### config.mk
export PLATFORM = sky130hd
export DESIGN_NAME = gon_xbus_scheduler
export DESIGN_NICKNAME = d
export VERILOG_FILES = /design/src/rtl/gon_xbus_scheduler.sv
export SDC_FILE = /design/constraint.sdc
export NUM_CORES = 1
export LEC_CHECK = 0
export CAP_MARGIN = 20
export CORE_MARGIN = 3
export CORE_UTILIZATION = 30
export DETAILED_ROUTE_END_ITERATION = 10
export HOLD_SLACK_MARGIN = 0.08
export PLACE_DENSITY = 0.71
export SLEW_MARGIN = 20
export SYNTH_ARGS = -nofsm -noshare
export SYNTH_HDL_FRONTEND = slang
export SYNTH_SLANG_ARGS = --single-unit
export TNS_END_PERCENT = 5
### constraint.sdc
create_clock -name clk -period 2.59 [get_ports clk]
set_input_delay 0.518 -clock clk [delete_from_list [all_inputs] [get_ports clk]]
set_output_delay 0.518 -clock clk [all_outputs]
set_load 0.05 [all_outputs]
### src/rtl/gon_xbus_scheduler.sv
// X-bus scheduler: loads the multicast controller ID chain, verifies it by loop-back,
// then polls the bus for tagged read requests and presents hits/misses in a result slot.
module gon_xbus_scheduler #(
  parameter int MASTER_NUMS = 14,
  parameter int ID_LEN      = 5,
  parameter int VALUE_LEN   = 32,
  parameter int MAX_RETRY   = 4
) (
  input  logic                 clk,
  input  logic                 rst,
  input  logic                 cfg_start,
  input  logic [ID_LEN-1:0]    cfg_id,
  input  logic                 cfg_id_valid,
  output logic                 cfg_id_ready,
  output logic                 set_id,
  output logic [ID_LEN-1:0]    id_scan_out,
  input  logic [ID_LEN-1:0]    id_scan_ret,
  output logic                 cfg_ok,
  output logic                 cfg_err,
  input  logic [ID_LEN-1:0]    req_tag,
  input  logic                 req_valid,
  output logic                 req_ready,
  output logic [ID_LEN:0]      ready_tag,
  input  logic [VALUE_LEN:0]   enable_value,
  output logic                 out_valid,
  output logic [ID_LEN-1:0]    out_tag,
  output logic [VALUE_LEN-1:0] out_value,
  output logic                 out_miss,
  input  logic                 out_ready,
  output logic                 busy
);

  localparam int               CNT_W     = $clog2(MASTER_NUMS + 1);
  localparam logic [CNT_W-1:0] LAST_ID   = CNT_W'(MASTER_NUMS - 1);
  localparam logic [7:0]       LAST_POLL = 8'(MAX_RETRY - 1);

  typedef enum logic [1:0] {IDLE, LOAD, VERIFY, ISSUE} state_t;

  state_t state;
  state_t state_next;

  logic [CNT_W-1:0]     id_cnt;
  logic [7:0]           retry_cnt;
  logic [ID_LEN-1:0]    first_id;
  logic [ID_LEN-1:0]    tag;

  logic                 bus_enable;
  logic [VALUE_LEN-1:0] bus_value;
  logic                 last_poll;

  logic                 start_load;
  logic                 id_accept;
  logic                 verify_done;
  logic                 req_accept;
  logic                 result_load;
  logic                 result_miss;

  assign bus_enable = enable_value[VALUE_LEN];
  assign bus_value  = enable_value[VALUE_LEN-1:0];
  assign last_poll  = (retry_cnt == LAST_POLL);

  always_ff @(posedge clk) begin
    if (!rst) begin
      state <= IDLE;
    end else begin
      state <= state_next;
    end
  end

  always_comb begin
    state_next   = state;
    cfg_id_ready = 1'b0;
    set_id       = 1'b0;
    id_scan_out  = '0;
    req_ready    = 1'b0;
    ready_tag    = '0;
    start_load   = 1'b0;
    id_accept    = 1'b0;
    verify_done  = 1'b0;
    req_accept   = 1'b0;
    result_load  = 1'b0;
    result_miss  = 1'b0;

    case (state)
      IDLE: begin
        // A pending result must be drained (or be drained this cycle) before a new request.
        req_ready = cfg_ok && !cfg_start && (!out_valid || out_ready);
        if (cfg_start) begin
          start_load = 1'b1;
          state_next = LOAD;
        end else if (req_valid && req_ready) begin
          req_accept = 1'b1;
          state_next = ISSUE;
        end
      end

      LOAD: begin
        cfg_id_ready = 1'b1;
        if (cfg_id_valid) begin
          id_accept   = 1'b1;
          set_id      = 1'b1;
          id_scan_out = cfg_id;
          if (id_cnt == LAST_ID) begin
            state_next = VERIFY;
          end
        end
      end

      VERIFY: begin
        verify_done = 1'b1;
        state_next  = IDLE;
      end

      ISSUE: begin
        ready_tag = {1'b1, tag};
        if (bus_enable) begin
          result_load = 1'b1;
          state_next  = IDLE;
        end else if (last_poll) begin
          result_load = 1'b1;
          result_miss = 1'b1;
          state_next  = IDLE;
        end
      end

      default: state_next = IDLE;
    endcase
  end

  assign busy = (state != IDLE);

  always_ff @(posedge clk) begin
    if (!rst) begin
      id_cnt   <= '0;
      first_id <= '0;
      cfg_ok   <= 1'b0;
      cfg_err  <= 1'b0;
    end else begin
      if (start_load) begin
        id_cnt  <= '0;
        cfg_ok  <= 1'b0;
        cfg_err <= 1'b0;
      end else if (id_accept) begin
        id_cnt <= id_cnt + 1'b1;
        if (id_cnt == '0) begin
          first_id <= cfg_id;
        end
      end
      // The first ID has travelled the whole chain and should now sit in the last stage.
      if (verify_done) begin
        if (id_scan_ret == first_id) begin
          cfg_ok <= 1'b1;
        end else begin
          cfg_err <= 1'b1;
        end
      end
    end
  end

  always_ff @(posedge clk) begin
    if (!rst) begin
      tag       <= '0;
      retry_cnt <= '0;
    end else begin
      if (req_accept) begin
        tag       <= req_tag;
        retry_cnt <= '0;
      end else if (state == ISSUE && !bus_enable) begin
        retry_cnt <= retry_cnt + 8'd1;
      end
    end
  end

  always_ff @(posedge clk) begin
    if (!rst) begin
      out_valid <= 1'b0;
      out_tag   <= '0;
      out_value <= '0;
      out_miss  <= 1'b0;
    end else begin
      if (result_load) begin
        out_valid <= 1'b1;
        out_tag   <= tag;
        out_value <= result_miss ? '0 : bus_value;
        out_miss  <= result_miss;
      end else if (out_valid && out_ready) begin
        out_valid <= 1'b0;
      end
    end
  end

endmodule
==> reports/qor.txt, run 1 <==
net count after synthesis: 307
Pwr Density: 544 nW/um^2
Peak Freq: 416 MHz
Internal Power: 1620 uW
P&R area growth vs syn: 56.0%
Yosys top cell area share: 50.5%
CTS tree: built
gr ovfl total: 0
Clk pwr share: 39.7%
Hold Vio Cnt, Final: 0
clk slew on worst S/H paths: 0.07 ns
crit end category: output port
post-CTS sizing: 0
pin count of the biggest net entering global routing: 33
Rows: 33
RSZ-0062 raised after global routing: false
first-pass GRT wire length: 10.7 mm
Post-Syn Area: 2580 um^2
status: completed
TNS Setup: 0 ns
DRT met1 WL: 3.02 mm
count of flip-flops with a built-in enable after synthesis: 0
Leak: 0.00162 uW
Clock Sinks: 65
total track usage: 13.8%
clock buffer count from CTS: 9
hold path start: out_tag[4]
WS Path Type: reg2out
maximum vdd drop: 0.240 mV
Via density: 4.74
crit path launch: state[0]
DRT Pass-1 Iters: 6
distinct cell type count after synthesis: 38
Layout Utilization: 48.7%
synthesized flop and latch total: 65
vias in the first global route: 2197
clock skew: 0.00620 ns
Switch Pwr: 572 uW
RePlAce Congestion: 0.819
hold_buf cts: 0
core area: 8260 um^2
post-CTS setup buffers: 0
Worst Slack Setup Final: 0.185 ns
clock root buffer: clkbuf_8
FF-to-FF Start: retry_cnt[0]
share of layout cells above drive strength 1: 10.9%
top-level I/O count: 110
post-route ant nets: 0
final setup fails: 0
pins over their slew limit: 0
Port Buffers: 109
startpoint types: register
clk_lat worst skew: 0.34 ns
Net count, final: 420
vias: 2235
antenna cell count: 0
post-synthesis sequential area ratio: 50.5%
Worst Path Arrival: 1.89 ns
clock buffer depth: 2
final std cell area, no fill: 4020 um^2
Initial Util: 31.2%
Comb pwr share: 13.2%
DR WL met3: 477 um
yosys warns: 0
1st-iter DRT viols: 91
top post-synthesis cells by area: dfxtp_1, a22o_1, mux2i_1, nor2_1, xnor2_1
worst slew pin tran: 0.597 ns
switching share of power: 26.1%
CTS H-tree lvls: 3
die extent in x: 98.7 um
placed inst area: 3820 um^2
HPWL after detailed placement: 4.98 mm
Synth area leader: dfxtp_1
async set-reset flop share out of synthesis: 0%
Worst path max stage delay: 0.80 ns
drt drc: 0
most common cell after layout, fill and taps aside: clkdlybuf4s50_1
Max transition margin: 60.2%
Routed WL per cell: 14.0 um
drt total wl: 6.62 mm
Critical Path Fanout Max: 12
power share of the sequential group: 47.1%
Hold Path Class: reg2reg
CP Cell Sequence: and3_1 > clkdlybuf4s50_1
die height: 98.7 um
Mapped Cells: 249
Main synth FF type: dfxtp_1
Die ar.: 9740 um^2
highest-count cells in the layout ignoring fill and taps: clkdlybuf4s50_1, dfxtp_1, a22o_1
wire length on met2: 3.00 mm
worst slack, placed: 0.189 ns
syn avg cell area: 10.3 um^2
Final period util: 92.9%
fill count: 783
top sig layer: met4
Max Cap Viol: 0
CP max-delay cell: clkdlybuf4s50_1
initial antenna violation count: 0
Worst Path Required: 2.07 ns
crit path time final: 2.41 ns
-- layout make-up --
class	instances	area [um^2]	area share, %
well taps	105	131	3.27
inverters	6	22.5	0.560
clock buffers	9	124	3.08
multi-input cells	164	1150	28.6
flip-flops and latches	65	1300	32.4
repair buffers	116	1210	30.1
clock inverters	7	77.6	1.93
-- stage by stage --
stage | hold WS, ns | total power, uW | std cells
final | 0.459 | 2190 | 472
after global routing | 0.486 | 2280 | 472
after CTS | 0.468 | 2220 | 472
after detailed placement | 0.457 | 1340 | 456
after global placement | 0.443 | 1340 | 456
after floorplan | 0.443 | 1190 | 249
-- kinds of logic after synthesis --
logic type                 share of synthesized area, %
and+or+nand+nor                                    16.0
DFF                                                50.5
AOI/OAI and AO/OA                                  15.7
buffers and inverters                              4.86
xor gates and xnor gates                           5.10
muxes                                              5.83
adders and majority gates                          1.94
-- power groups by stage --
stage / sequential (uW) / clock (uW) / combinational [uW]
after floorplan: 1070 / 0 / 117
after CTS: 1030 / 902 / 291
after global placement: 1050 / 0 / 286
after global routing: 1030 / 943 / 306
final: 1030 / 868 / 288
after detailed placement: 1050 / 0 / 290
-- final timing paths --
| path | cells past startpoint | slack [ns] | end |
|---|---|---|---|
| worst max-delay path | 2 | 0.18 | ready_tag[4] |
| worst min-delay path | 2 | 0.46 | out_tag[4] |
| worst max register to register | 6 | 0.52 | out_value[0] |
| worst min register to register | 2 | 0.46 | out_tag[4] |
-- routing by layer --
metal	vias up	global-route usage (%)
li1	1108	-
met4	0	6.09
met5	-	0
met1	1022	16.6
met2	93	22.2
met3	12	4.88
-- registers in the layout, indices dropped and copies added, names as in the netlist --
| signal | count |
|---|---|
| cfg_err | 1 |
| cfg_ok | 1 |
| first_id | 5 |
| id_cnt | 4 |
| out_miss | 1 |
| out_tag | 5 |
| out_valid | 1 |
| out_value | 32 |
| retry_cnt | 8 |
| state | 2 |
| tag | 5 |
-- worst max-delay path, delay by kind of cell, from the launching register on --
kind          cells  cell delay (ns)
simple gates      1             0.23
buf+inv           1             0.80
flops             1             0.52
-- cell usage after synthesis, types with 6 or more instances --
| master | n |
|---|---|
| a22o_1 | 30 |
| and3_1 | 9 |
| clkbuf_1 | 6 |
| dfxtp_1 | 65 |
| mux2i_1 | 15 |
| nand2_1 | 17 |
| nor2_1 | 25 |
| xnor2_1 | 10 |
Note: power is estimated with default switching activity, not from simulation.
==> run 2: changes to the inputs <==
Settings changed: CAP_MARGIN 20 to unset, CORE_MARGIN 3 to 2, CORE_UTILIZATION 30 to 42, PLACE_DENSITY 0.71 to 0.9.
==> run 2 against run 1 <==
  * Maximum frequency rose by 2.0%
  * Sequential cell count did not move
  * Critical endpoint is now ready_tag[0]
  * Clock-buffer cell count rose by 1
  * Largest cell class unchanged
  * Register-to-register slack got worse by 0.06 ns
==> reports/qor.txt, run 2 (synthesized netlist as in run 1, its figures left out) <==
drt total wl: 6.57 mm (was 6.62 mm)
gr ovfl total: 0 (unchanged)
vias in the first global route: 2185 (was 2197)
drt drc: 0 (unchanged)
Pwr Density: 543 nW/um^2 (was 544 nW/um^2)
hold_buf cts: 0 (unchanged)
FF-to-FF path depth: 6 (unchanged)
Clock Sinks: 65 (unchanged)
post-route ant nets: 0 (unchanged)
clock root buffer: clkbuf_8 (unchanged)
clock buffer depth: 2 (unchanged)
die extent in x: 82.3 um (was 98.7 um)
worst slew pin tran: 0.595 ns (was 0.597 ns)
Port Buffers: 109 (unchanged)
most common cell after layout, fill and taps aside: clkdlybuf4s50_1 (unchanged)
max reg flops: 32 (unchanged)
Layout Utilization: 66.9% (was 48.7%)
RePlAce Congestion: 0.802 (was 0.819)
Worst path max stage delay: 0.81 ns (was 0.80 ns)
highest-count cells in the layout ignoring fill and taps: clkdlybuf4s50_1, dfxtp_1, a22o_1 (unchanged)
antenna cell count: 0 (unchanged)
initial antenna violation count: 0 (unchanged)
placed inst area: 3760 um^2 (was 3820 um^2)
Final period util: 91.1% (was 92.9%)
clk slew on worst S/H paths: 0.06 ns (was 0.07 ns)
crit end category: output port (unchanged)
pins over their slew limit: 0 (unchanged)
Worst Path Required: 2.07 ns (about the same)
P&R area growth vs syn: 53.8% (was 56.0%)
RSZ-0062 raised after global routing: false (unchanged)
CP Depth: 2 (unchanged)
clock skew: 0.00649 ns (was 0.00620 ns)
worst hold stages: 2 (unchanged)
first-pass GRT wire length: 9.98 mm (was 10.7 mm)
core area: 5920 um^2 (was 8260 um^2)
register with the most flip-flops: out_value (unchanged)
Critical Path Fanout Max: 16 (was 12)
Hold Path Class: reg2reg (unchanged)
crit path time final: 2.36 ns (was 2.41 ns)
post-CTS setup buffers: 0 (unchanged)
CP max-delay cell: clkdlybuf4s50_1 (unchanged)
CP Cell Sequence: and3_1 > clkdlybuf4s50_1 (unchanged)
die height: 82.3 um (was 98.7 um)
Initial Util: 43.5% (was 31.2%)
Worst Path Arrival: 1.84 ns (was 1.89 ns)
CP Buf/Inv Count: 1 (unchanged)
post-CTS sizing: 0 (unchanged)
TNS Setup: 0 ns (unchanged)
Max transition margin: 60.4% (was 60.2%)
status: completed (unchanged)
clk_lat worst skew: 0.34 ns (about the same)
final setup fails: 0 (unchanged)
CP delay by family, top: buffers and inverters (unchanged)
Net count, final: 418 (was 420)
maximum vdd drop: 0.350 mV (was 0.240 mV)
final std cell area, no fill: 3960 um^2 (was 4020 um^2)
WS Path Type: reg2out (unchanged)
Max Cap Viol: 0 (unchanged)
biggest regs: out_value x32, retry_cnt x8 (unchanged)
Via density: 5.18 (was 4.74)
Routed WL per cell: 14.9 um (was 14.0 um)
startpoint types: register (unchanged)
Die ar.: 6780 um^2 (was 9740 um^2)
HPWL after detailed placement: 4.86 mm (was 4.98 mm)
DRT Pass-1 Iters: 4 (was 6)
Rows: 28 (was 33)
pin count of the biggest net entering global routing: 33 (unchanged)
Hold Vio Cnt, Final: 0 (unchanged)
clock buffer count from CTS: 9 (unchanged)
1st-iter DRT viols: 70 (was 91)
Peak Freq: 424 MHz (was 416 MHz)
vias: 2279 (was 2235)
share of layout cells above drive strength 1: 11.0% (was 10.9%)
total track usage: 19.6% (was 13.8%)
CTS H-tree lvls: 3 (unchanged)
Leak: 0.00162 uW (about the same)
CTS tree: built (unchanged)
top-level I/O count: 110 (unchanged)
## run 2: cell types whose count changed in the layout (fill, tap and decap cells not counted), sizes merged
| cell | delta |
|---|---|
| inv | -2 |
| clkinv | +1 |
| clkbuf | +1 |
| buf | -2 |
## run 2: where the power goes
| group | switching, uW | internal (uW) | leakage [uW] | total [uW] |
|---|---|---|---|---|
| sequential | 20.1 | 1020 | 0.000525 | 1040 |
| combinational | 135 | 145 | 0.000989 | 281 |
| clock | 371 | 463 | 0.000102 | 834 |
## run 2: per-layer routing
| layer | up-vias | wire [um] | GRT usage, % |
|---|---|---|---|
| met1 | 1064 | 2680 | 21.2 |
| met2 | 101 | 3160 | 33.7 |
| met3 | 13 | 630 | 8.70 |
| met5 | - | 0 | 0 |
| li1 | 1101 | - | - |
| met4 | 0 | 105 | 6.83 |
## run 2: through the flow
stage | instances | hold WS, ns | power [uW] | setup WS (ns)
after global placement | 424 | 0.447 | 1330 | 0.296
final | 440 | 0.458 | 2150 | 0.231
after global routing | 440 | 0.483 | 2240 | 0.162
after floorplan | 249 | 0.443 | 1190 | 0.230
after detailed placement | 424 | 0.454 | 1340 | 0.252
after CTS | 440 | 0.463 | 2170 | 0.0540
## run 2: layout make-up
class | count | area [um^2]
fill | 460 | 1960
sequential | 65 | 1300
timing repair buffer | 114 | 1200
multi-input combinational | 164 | 1150
clock buffer | 10 | 138
tap | 75 | 93.8
clock inverter | 6 | 57.6
inverter | 6 | 22.5
## run 2: worst paths after layout
check                     from            to  slack, ns
setup / recovery      state[1]  ready_tag[0]       0.23
hold / removal      out_tag[0]    out_tag[0]       0.46
setup reg to reg  retry_cnt[0]  out_value[1]       0.46
hold reg to reg     out_tag[0]    out_tag[0]       0.46
## run 2: worst min-delay path: cells and delay by family, from the launching register on
kind | cells | cell delay, ns
and+or+nand+nor | 1 | 0.05
DFF | 1 | 0.31
muxes | 1 | 0.05
